**config.mk**
```make
export PLATFORM = sky130hd
export DESIGN_NAME = fetch_unit
export DESIGN_NICKNAME = d
export VERILOG_FILES = /design/src/rtl/fetch_pkg.sv /design/src/rtl/if_id_reg.sv /design/src/rtl/fetch_unit.sv
export SDC_FILE = /design/constraint.sdc
export NUM_CORES = 1
export LEC_CHECK = 0
export ABC_AREA = 0
export CORE_MARGIN = 4
export CORE_UTILIZATION = 41
export CTS_CLUSTER_SIZE = 40
export DETAILED_ROUTE_END_ITERATION = 8
export GPL_ROUTABILITY_DRIVEN = 0
export PLACE_DENSITY = 0.79
export SLEW_MARGIN = 0
export SYNTH_ARGS = -nofsm -noshare
export SYNTH_HDL_FRONTEND = slang
export SYNTH_SLANG_ARGS = --single-unit
```
**constraint.sdc**
```tcl
create_clock -name clk -period 4.7 [get_ports clk]
set_input_delay 1.175 -clock clk [delete_from_list [all_inputs] [get_ports clk]]
set_output_delay 1.175 -clock clk [all_outputs]
set_load 0.005 [all_outputs]
```
**src/rtl/fetch_pkg.sv**
```systemverilog
// Shared fetch-stage definitions: instruction window bounds, NOP encoding and
// the fetch FSM states. Decode and memory import this package as well.
package fetch_pkg;

  localparam logic [31:0] NOP_INSTR    = 32'h0000_0000;
  localparam logic [31:0] RESET_PC     = 32'h0040_0000;
  localparam logic [29:0] IMEM_LO_WORD = 30'h0010_0000;
  localparam logic [29:0] IMEM_HI_WORD = 30'h0010_0100;

  typedef enum logic [1:0] {
    RUN    = 2'd0,
    HALTED = 2'd1,
    FAULT  = 2'd2
  } fetch_state_e;

  // IF/ID update selector: INVAL clears valid but keeps the captured instruction.
  typedef enum logic [1:0] {
    IFID_HOLD   = 2'd0,
    IFID_LOAD   = 2'd1,
    IFID_BUBBLE = 2'd2,
    IFID_INVAL  = 2'd3
  } ifid_op_e;

endpackage

```
**src/rtl/if_id_reg.sv**
```systemverilog
// IF/ID pipeline register: instruction, pc+4 and valid with
// load / hold / bubble / invalidate controls.
module if_id_reg
  import fetch_pkg::*;
(
  input  logic        clk,
  input  logic        rst,
  input  ifid_op_e    op_i,
  input  logic [31:0] instr_i,
  input  logic [31:0] pc4_i,
  output logic [31:0] instr_o,
  output logic [31:0] pc4_o,
  output logic        valid_o
);

  logic [31:0] instr_q, instr_d;
  logic [31:0] pc4_q, pc4_d;
  logic        valid_q, valid_d;

  always_comb begin
    instr_d = instr_q;
    pc4_d   = pc4_q;
    valid_d = valid_q;
    case (op_i)
      IFID_LOAD: begin
        instr_d = instr_i;
        pc4_d   = pc4_i;
        valid_d = 1'b1;
      end
      IFID_BUBBLE: begin
        instr_d = NOP_INSTR;
        valid_d = 1'b0;
      end
      IFID_INVAL: begin
        valid_d = 1'b0;
      end
      IFID_HOLD: begin
        valid_d = valid_q;
      end
      default: begin
        valid_d = valid_q;
      end
    endcase
  end

  always_ff @(posedge clk or posedge rst) begin
    if (rst) begin
      instr_q <= NOP_INSTR;
      pc4_q   <= 32'h0000_0000;
      valid_q <= 1'b0;
    end else begin
      instr_q <= instr_d;
      pc4_q   <= pc4_d;
      valid_q <= valid_d;
    end
  end

  assign instr_o = instr_q;
  assign pc4_o   = pc4_q;
  assign valid_o = valid_q;

endmodule

```
**src/rtl/fetch_unit.sv**
```systemverilog
// Instruction-fetch stage: owns the PC, the RUN/HALTED/FAULT state machine,
// the accepted-fetch counter and the instruction-window check.
module fetch_unit
  import fetch_pkg::*;
#(
  parameter logic [31:0] P_RESET_PC = RESET_PC,
  parameter logic [29:0] P_LO_WORD  = IMEM_LO_WORD,
  parameter logic [29:0] P_HI_WORD  = IMEM_HI_WORD
) (
  input  logic        clk,
  input  logic        rst,
  input  logic        stall,
  input  logic        flush,
  input  logic        redirect_valid,
  input  logic [31:0] redirect_target,
  input  logic        halt,
  input  logic [31:0] imem_instr,
  output logic [31:0] curr_pc,
  output logic [31:0] if_id_instr,
  output logic [31:0] if_id_pc4,
  output logic        if_id_valid,
  output logic [31:0] fetch_count,
  output logic        fault,
  output logic [1:0]  state_o
);

  fetch_state_e state_q, state_d;
  logic [31:0]  pc_q, pc_d;
  logic [31:0]  count_q, count_d;
  logic         fault_q, fault_d;
  ifid_op_e     ifid_op_s;
  logic         out_of_window_s;
  logic [31:0]  pc_plus4_s;

  assign pc_plus4_s      = pc_q + 32'd4;
  assign out_of_window_s = (pc_q[31:2] < P_LO_WORD) || (pc_q[31:2] > P_HI_WORD);

  // Edge priority in RUN: halt, redirect, window fault, flush, stall, normal fetch.
  always_comb begin
    state_d   = state_q;
    pc_d      = pc_q;
    count_d   = count_q;
    fault_d   = fault_q;
    ifid_op_s = IFID_HOLD;
    case (state_q)
      RUN: begin
        if (halt) begin
          ifid_op_s = IFID_INVAL;
          state_d   = HALTED;
        end else if (redirect_valid) begin
          ifid_op_s = IFID_BUBBLE;
          if (redirect_target[1:0] != 2'b00) begin
            fault_d = 1'b1;
            state_d = FAULT;
          end else begin
            pc_d = redirect_target;
          end
        end else if (!stall && out_of_window_s) begin
          ifid_op_s = IFID_BUBBLE;
          fault_d   = 1'b1;
          state_d   = FAULT;
        end else if (flush) begin
          ifid_op_s = IFID_BUBBLE;
          if (!stall) begin
            pc_d = pc_plus4_s;
          end else begin
            pc_d = pc_q;
          end
        end else if (!stall) begin
          ifid_op_s = IFID_LOAD;
          pc_d      = pc_plus4_s;
          count_d   = count_q + 32'd1;
        end else begin
          ifid_op_s = IFID_HOLD;
        end
      end
      HALTED, FAULT: begin
        ifid_op_s = IFID_HOLD;
      end
      default: begin
        state_d = FAULT;
        fault_d = 1'b1;
      end
    endcase
  end

  always_ff @(posedge clk or posedge rst) begin
    if (rst) begin
      state_q <= RUN;
      pc_q    <= P_RESET_PC;
      count_q <= 32'h0000_0000;
      fault_q <= 1'b0;
    end else begin
      state_q <= state_d;
      pc_q    <= pc_d;
      count_q <= count_d;
      fault_q <= fault_d;
    end
  end

  if_id_reg u_if_id_reg (
    .clk     (clk),
    .rst     (rst),
    .op_i    (ifid_op_s),
    .instr_i (imem_instr),
    .pc4_i   (pc_plus4_s),
    .instr_o (if_id_instr),
    .pc4_o   (if_id_pc4),
    .valid_o (if_id_valid)
  );

  assign curr_pc     = pc_q;
  assign fetch_count = count_q;
  assign fault       = fault_q;
  assign state_o     = state_q;

endmodule

```
==> summary.md, run 1 <==
| Metric | Value |
|---|---|
| Placed instance area | `0.00795 mm^2` |
| Worst-path maximum fanout | `57` |
| Register area share after synthesis | `57.2%` |
| Sw Ratio | `20.2%` |
| Rows | `43` |
| Setup TNS | `0 ps` |
| Combinational power share | `around 4.2%` |
| DRT Wirelength | `about 16000 um` |
| Post-CTS Setup Bufs | `0` |
| Startpoint Class | `input pin` |
| Pins Over Slew Limit | `0` |
| Vias in the first global route | `roughly 5100` |
| Fin area | `about 0.0085 mm^2` |
| Mapped Area | `around 0.0058 mm^2` |
| # nets final | `791` |
| CTS root buf | `clkbuf_16` |
| Drt drc | `0` |
| CTS tree | `done` |
| Total track usage | `between 20% and 30%` |
| Maximum root-to-sink buffer count | `2` |
| Synth Flop Type | `dfrtp_1` |
| Unrepaired setup endpoints after global routing | `no` |
| Core Footprint | `~0.014 mm^2` |
| Required @ worst endpoint | `between 5000 and 6000 ps` |
| CTS Sinks | `approximately 130` |
| Resized cells post-CTS | `0` |
| CTS buffer count | `17` |
| Avg Inst Size Synth | `about 11 um^2` |
| Layout cells sized above 1 | `7.40%` |
| DRT antenna net count | `0` |
| Period utilization | `about three quarters` |
| WL per Instance | `17.8 um` |
| Via count | `around 4900` |
| Peak Freq | `approximately 280 MHz` |
| Worst IR Drop VDD | `about 0.22 mV` |
| Register clock-pin slew on the reported worst setup and hold paths | `60 ps` |
| Initial Util | `41.8%` |
| PortBufs | `between 200 and 250` |
| Sequential Power Share | `45.0%` |
| Normalized max-slew margin | `around an eighth` |
| Lkg Pwr | `3.86 nW` |
| First-pass GRT wire length | `roughly 27000 um` |
| Max Cap Violations | `0` |
| Hold-fix buffers at CTS | `0` |
| Pre-CTS setup slack | `slightly below 800 ps` |
| Clock power frac | `about half` |
| CP Capture Type | `flop` |
| Post-synthesis cell count | `521` |
| # setup viols final | `0` |
| Net Count, Synth | `~600` |
| Final core utilization | `approximately three fifths` |
| Tightest Pin Transition | `~1300 ps` |
| Worst skew pair latency | `just over 400 ps` |
| Detailed placer's ending HPWL | `between 10000 and 15000 um` |
| Via-to-Cell Ratio | `around 5.4` |
| Initial antenna violation count | `0` |
| Crit path kind | `in -> reg` |
| Synth top area cells | `dfrtp_1 57%, a22o_1 5.0%, xor2_1 3.0%, nand2_1 2.9%, nand3_1 2.9%` |
| H-Tree Depth | `4` |
| Die area | `0.0160 mm^2` |
| Netlist cell types | `between 50 and 60` |
| Clk_skew | `just under 7 ps` |
| Status | `finished, final reports clean` |
| Number of flops mapped to enable cells by yosys | `0` |
| Drt first-iter violations | `239` |
| Ys async rst share | `100%` |
| Most common cell in the synthesized netlist | `dfrtp_1` |
| CP arrival | `between 3000 and 4000 ps` |
| Psw | `0.511 mW` |
| First-pass detailed-route iteration total | `5` |
| P_int | `~2 mW` |
| Worst Hold Class | `reg -> reg` |
| Post-synth top cells | `131 x dfrtp_1, 44 x nand2_1, 33 x a22o_1, 33 x nand3_1` |
| Area leader, netlist | `dfrtp_1` |
| Final Hold Vio Count | `0` |
| Yosys warns | `0` |
| Die Ht | `~130 um` |
| Synthesized flop and latch total | `around 130` |
| Reg-to-reg slack, setup | `1760 ps` |
| Total grt overflow | `0` |
| I/O pins | `just over 200` |
| Largest net degree at the start of global routing | `78` |
| PD cells | `roughly 300 mW/mm^2` |
| Die width | `approximately 130 um` |
| Setup WS post-layout | `1150 ps` |
| Synth-to-Final Area Change | `47.7%` |
| Tmin final | `roughly 3600 ps` |
| ANT cells | `0` |
| Yosys top cell area share | `between 50 and 60%` |
final cells by class:
| class | instances | area (um^2) |
|---|---|---|
| Clock buffer | 23 | 478 |
| Clock inverter | 9 | 103 |
| Fill cell | 1109 | 5300 |
| Inverter | 22 | 85.1 |
| Multi-Input combinational cell | 337 | 2260 |
| Sequential cell | 132 | 3300 |
| Tap cell | 180 | 225 |
| Timing Repair Buffer | 207 | 2070 |
logic make-up (layout without fill, tap and decap cells):
kind of cell | Yosys count | count (layout) | synth area share (%)
compound gates | 84 | 84 | 11.0
xor+xnor | 38 | 38 | 5.76
simple gates | 202 | 202 | 19.5
flops | 132 | 132 | 57.2
fa+ha+maj | 4 | 4 | 0.867
buf+inv | 52 | 261 | 3.90
mux | 9 | 9 | 1.73
routing by layer:
layer,global-route usage [%],vias up,wire (um)
met2,33.1,180,7750
met5,0,-,0
met4,7.89,0,401
met1,26.3,2420,6930
met3,6.44,34,1110
li1,-,2268,-
critical path, cell delays in order:
cell             delay, ps
clkdlybuf4s50_1        470
nand2b_1               250
or3_1                  440
or4_4                  850
nor4_1                 460
xor2_1                 200
final timing paths:
path | depth (start not counted) | endpoint | startpoint
min in group asynchronous | 2 | u_if_id_reg.instr_o[26]$_DFFE_PP0P_ | rst
max in group asynchronous | 3 | curr_pc[3]$_DFFE_PP0P_ | rst
max reg2reg | 7 | fetch_count[19]$_DFFE_PP0P_ | state_o[0]$_DFFE_PP0P_
min | 1 | u_if_id_reg.pc4_o[22]$_DFFE_PP0N_ | u_if_id_reg.pc4_o[22]$_DFFE_PP0N_
max | 6 | fetch_count[19]$_DFFE_PP0P_ | halt
min reg2reg | 1 | u_if_id_reg.pc4_o[22]$_DFFE_PP0N_ | u_if_id_reg.pc4_o[22]$_DFFE_PP0N_
through the flow:
step | hold slack, ps | instances | power, mW
2_1_floorplan | 459 | 521 | 1.19
4_1_cts | 481 | 910 | 2.55
3_5_place_dp | 467 | 878 | 1.26
5_1_grt | 491 | 910 | 2.62
6_report | 473 | 910 | 2.53
3_3_place_gp | 449 | 878 | 1.26
sequential cells by signal, summed over array words and instances (netlist names):
name	count
state_o	2
curr_pc	32
fault	1
fetch_count	32
u_if_id_reg.valid_o	1
u_if_id_reg.instr_o	32
u_if_id_reg.pc4_o	32
cell usage in the layout, fill, tap and decap left out, drive strengths merged, types with 2 or more instances in the layout:
master         count
clkdlybuf4s50    201
dfrtp            131
nand2             44
a22o              33
nand3             33
and2              24
clkbuf            23
inv               22
xor2              20
xnor2             18
nor3              18
nor4              18
nand4             16
nor2              15
and3              12
o21ai             10
a21oi              8
mux2               8
o22a               7
clkinv             7
buf                6
o22ai              5
or4                5
nor3b              5
or3                4
a31oi              4
ha                 4
a22oi              3
nand2b             2
a41oi              2
o31ai              2
a2bb2oi            2
a32oi              2
bufinv             2
nor4b              2
power groups by stage:
| stage | Sequential (mW) | Combinational (mW) | Clock, mW |
|---|---|---|---|
| floorplan | 1.16 | 0.0309 | 0 |
| global placement | 1.16 | 0.104 | 0 |
| detailed placement | 1.16 | 0.107 | 0 |
| CTS | 1.14 | 0.107 | 1.31 |
| global route | 1.14 | 0.115 | 1.37 |
| finish | 1.14 | 0.105 | 1.28 |
No activity file was read; power rests on OpenSTA's default activity.
==> run 2, diff against run 1 <==
--- a/config.mk
+++ b/config.mk
@@ -7,11 +7,11 @@
 export LEC_CHECK = 0
 export ABC_AREA = 0
 export CORE_MARGIN = 4
-export CORE_UTILIZATION = 41
+export CORE_UTILIZATION = 45
 export CTS_CLUSTER_SIZE = 40
 export DETAILED_ROUTE_END_ITERATION = 8
 export GPL_ROUTABILITY_DRIVEN = 0
-export PLACE_DENSITY = 0.79
+export PLACE_DENSITY = 0.82
 export SLEW_MARGIN = 0
 export SYNTH_ARGS = -nofsm -noshare
 export SYNTH_HDL_FRONTEND = slang
==> constraint.sdc (replaced) <==
create_clock -name clk -period 3.6 [get_ports clk]
set_input_delay 0.9 -clock clk [delete_from_list [all_inputs] [get_ports clk]]
set_output_delay 0.9 -clock clk [all_outputs]
set_load 0.005 [all_outputs]
==> run 2 against run 1 <==
Core utilization up 7.8 points. Final area increased by 2.3%. Final cell count is the same. Global-route usage rose by 2.3 points. Critical path type unchanged. Total power rose by 48%. Combinational power rose by 30%. First-iteration DRC count rose by 81%. Sequential share of layout area is 0.88 points lower. Clock skew up 3.6 ps. Clock-buffer cell count down 4. Largest cell class unchanged. Non-clock buffer count rose by 8.
==> summary.md, run 2 (synthesis gave the netlist of run 1 again) <==
| Metric | Value |
|---|---|
| GR Util met1 | `28.0% (+1.7 points)` |
| DRT antenna net count | `0 (unchanged)` |
| Largest net degree at the start of global routing | `133 (+71%)` |
| Die Ht | `121 um (-4.3%)` |
| Pins Over Slew Limit | `0 (unchanged)` |
| Max Cap Violations | `0 (unchanged)` |
| Post-CTS Setup Bufs | `0 (unchanged)` |
| Rows | `41 (-4.7%)` |
| Via-to-Cell Ratio | `5.46 (+1.3%)` |
| Clk_skew | `10.5 ps (+3.58 ps)` |
| RR Startpoint | `state_o[0]$_DFFE_PP0P_` |
| Synth-to-Final Area Change | `51.1%` |
| Psw | `0.693 mW (+36%)` |
| Required @ worst endpoint | `3930 ps (-1090 ps)` |
| Drt drc | `0 (unchanged)` |
| # setup viols final | `0 (unchanged)` |
| Drt first-iter violations | `432 (+81%)` |
| Reg-to-reg slack, setup | `820 ps (-940 ps)` |
| Maximum root-to-sink buffer count | `2 (unchanged)` |
| Register clock-pin slew on the reported worst setup and hold paths | `50 ps (about the same)` |
| Met2 Usage GRT | `37.7% (+4.6 points)` |
| Worst reg2reg path depth | `7 (unchanged)` |
| CTS Sinks | `132 (unchanged)` |
| Peak Freq | `315 MHz` |
| Setup TNS | `0 ps (unchanged)` |
| PortBufs | `201 (unchanged)` |
| Crit path kind | `in -> reg` |
| Layout cells sized above 1 | `8.81% (+1.4 points)` |
| Via count | `4966 (+1.3%)` |
| CTS buffer count | `17 (unchanged)` |
| WL per Instance | `18.0 um (+0.88%)` |
| Tightest Pin Transition | `1210 ps (-96.5 ps)` |
| Combinational power share | `3.7% (-0.5 points)` |
| Final cell count without fillers | `910 (unchanged)` |
| Vias in the first global route | `5207 (+1.3%)` |
| Clock power frac | `56.5% (+5.7 points)` |
| Die area | `0.0147 mm^2 (-8.3%)` |
| Final Hold Vio Count | `0 (unchanged)` |
| Die width | `121 um (-4.3%)` |
| Status | `finished, final reports clean` |
| First-pass detailed-route iteration total | `6 (+1)` |
| # nets final | `799 (+1.0%)` |
| Total track usage | `22.9% (+2.3 points)` |
| Initial Util | `45.9% (+4.2 points)` |
| Crit path from | `redirect_valid` |
| CTS tree | `done` |
| H-Tree Depth | `4 (unchanged)` |
| PD cells | `428 mW/mm^2 (+44%)` |
| CTS root buf | `clkbuf_16` |
| CP arrival | `3500 ps (-370 ps)` |
| Met3 usage | `7.65% (+1.2 points)` |
| Tmin final | `between 3000 and 4000 ps` |
| Total grt overflow | `0 (unchanged)` |
| Period utilization | `approximately 88%` |
| Startpoint Class | `input pin` |
| Detailed placer's ending HPWL | `11600 um (-0.48%)` |
| Worst Hold Class | `reg -> reg` |
| Unrepaired setup endpoints after global routing | `no` |
| CP Capture Type | `flop` |
| ANT cells | `0 (unchanged)` |
| First-pass GRT wire length | `26400 um (-0.39%)` |
| Initial antenna violation count | `0 (unchanged)` |
| Resized cells post-CTS | `0 (unchanged)` |
| Core Footprint | `0.0126 mm^2 (-9.1%)` |
| Worst IR Drop VDD | `0.275 mV (+24%)` |
| Commonest cells after routing, fill and taps aside | `201 x clkdlybuf4s50_1, 131 x dfrtp_1, 44 x nand2_1` |
| Most crowded layer after global routing | `met2` |
| Commonest non-fill, non-tap cell in the layout | `clkdlybuf4s50_1` |
| Sw Ratio | `18.6% (-1.6 points)` |
| Sequential Power Share | `39.8% (-5.2 points)` |
| DRT Wirelength | `16300 um (+0.88%)` |
| Worst-path maximum fanout | `44 (-23%)` |
| Placed cells | `878 (unchanged)` |
| Hold-fix buffers at CTS | `0 (unchanged)` |
| Lkg Pwr | `3.95 nW (+2.5%)` |
| Normalized max-slew margin | `19.1% (+6.4 points)` |
| Worst skew pair latency | `420 ps (about the same)` |
| Worst R2R End | `fetch_count[28]$_DFFE_PP0P_` |
| I/O pins | `202 (unchanged)` |
| Worst setup path end | `fetch_count[28]$_DFFE_PP0P_` |
| P_int | `3.04 mW (+51%)` |
==> run 2: changes by cell type in the layout (fill, tap and decap cells not counted), moves of 2 or more <==
cell	previous run	this run
clkbuf_1	3	0
bufinv_16	2	8
buf_4	5	13
clkinvlp_4	0	2
clkinv_2	5	2
==> run 2: critical path: stages <==
cell and delay, ps:
clkdlybuf4s50_1 460, or2_1 290, or3_1 380, or4_4 810, nor4_1 450, xor2_1 200
==> run 2: worst min-delay path by stage <==
stage          cells past startpoint  slack, ps                                end                              start
2_1_floorplan                      1        460  u_if_id_reg.pc4_o[22]$_DFFE_PP0N_  u_if_id_reg.pc4_o[22]$_DFFE_PP0N_
3_3_place_gp                       1        450  u_if_id_reg.pc4_o[22]$_DFFE_PP0N_  u_if_id_reg.pc4_o[22]$_DFFE_PP0N_
3_5_place_dp                       1        460  u_if_id_reg.pc4_o[22]$_DFFE_PP0N_  u_if_id_reg.pc4_o[22]$_DFFE_PP0N_
4_1_cts                            1        470  u_if_id_reg.pc4_o[22]$_DFFE_PP0N_  u_if_id_reg.pc4_o[22]$_DFFE_PP0N_
5_1_grt                            1        500  u_if_id_reg.pc4_o[22]$_DFFE_PP0N_  u_if_id_reg.pc4_o[22]$_DFFE_PP0N_
6_report                           1        480  u_if_id_reg.pc4_o[22]$_DFFE_PP0N_  u_if_id_reg.pc4_o[22]$_DFFE_PP0N_
==> run 2: per-stage QoR <==
| step | area (um^2) | power, mW | hold slack, ps | setup slack (ps) | utilization, % |
|---|---|---|---|---|---|
| 2_1_floorplan | 5780 | 1.55 | 459 | 817 | - |
| 3_3_place_gp | 8000 | 1.65 | 449 | 103 | 63.6 |
| 3_5_place_dp | 8000 | 1.65 | 459 | 20.2 | 63.6 |
| 4_1_cts | 8730 | 3.77 | 472 | 455 | 69.4 |
| 5_1_grt | 8730 | 3.83 | 498 | 302 | 69.4 |
| 6_report | 8730 | 3.73 | 475 | 427 | 69.4 |
==> run 2: cell type report <==
class	count	area, um^2
clock inverters	13	275
repair buffers	215	2130
inverters	22	86.3
clock buffers	19	453
well taps	172	215
fillers	922	3840
flip-flops and latches	132	3300
multi-input cells	337	2260
==> run 2: power by group through the flow <==
stage / Combinational, mW / Clock, mW / Sequential, mW
3_3_place_gp: 0.135 / 0 / 1.51
6_report: 0.136 / 2.11 / 1.49
2_1_floorplan: 0.0407 / 0 / 1.51
3_5_place_dp: 0.137 / 0 / 1.51
5_1_grt: 0.149 / 2.20 / 1.48
4_1_cts: 0.138 / 2.14 / 1.49
==> run 2: layer usage <==
metal	share of wire, %	up-vias
li1	-	2286
met1	40	2440
met2	49	207
met3	7.9	33
met4	2.3	0
met5	0	-
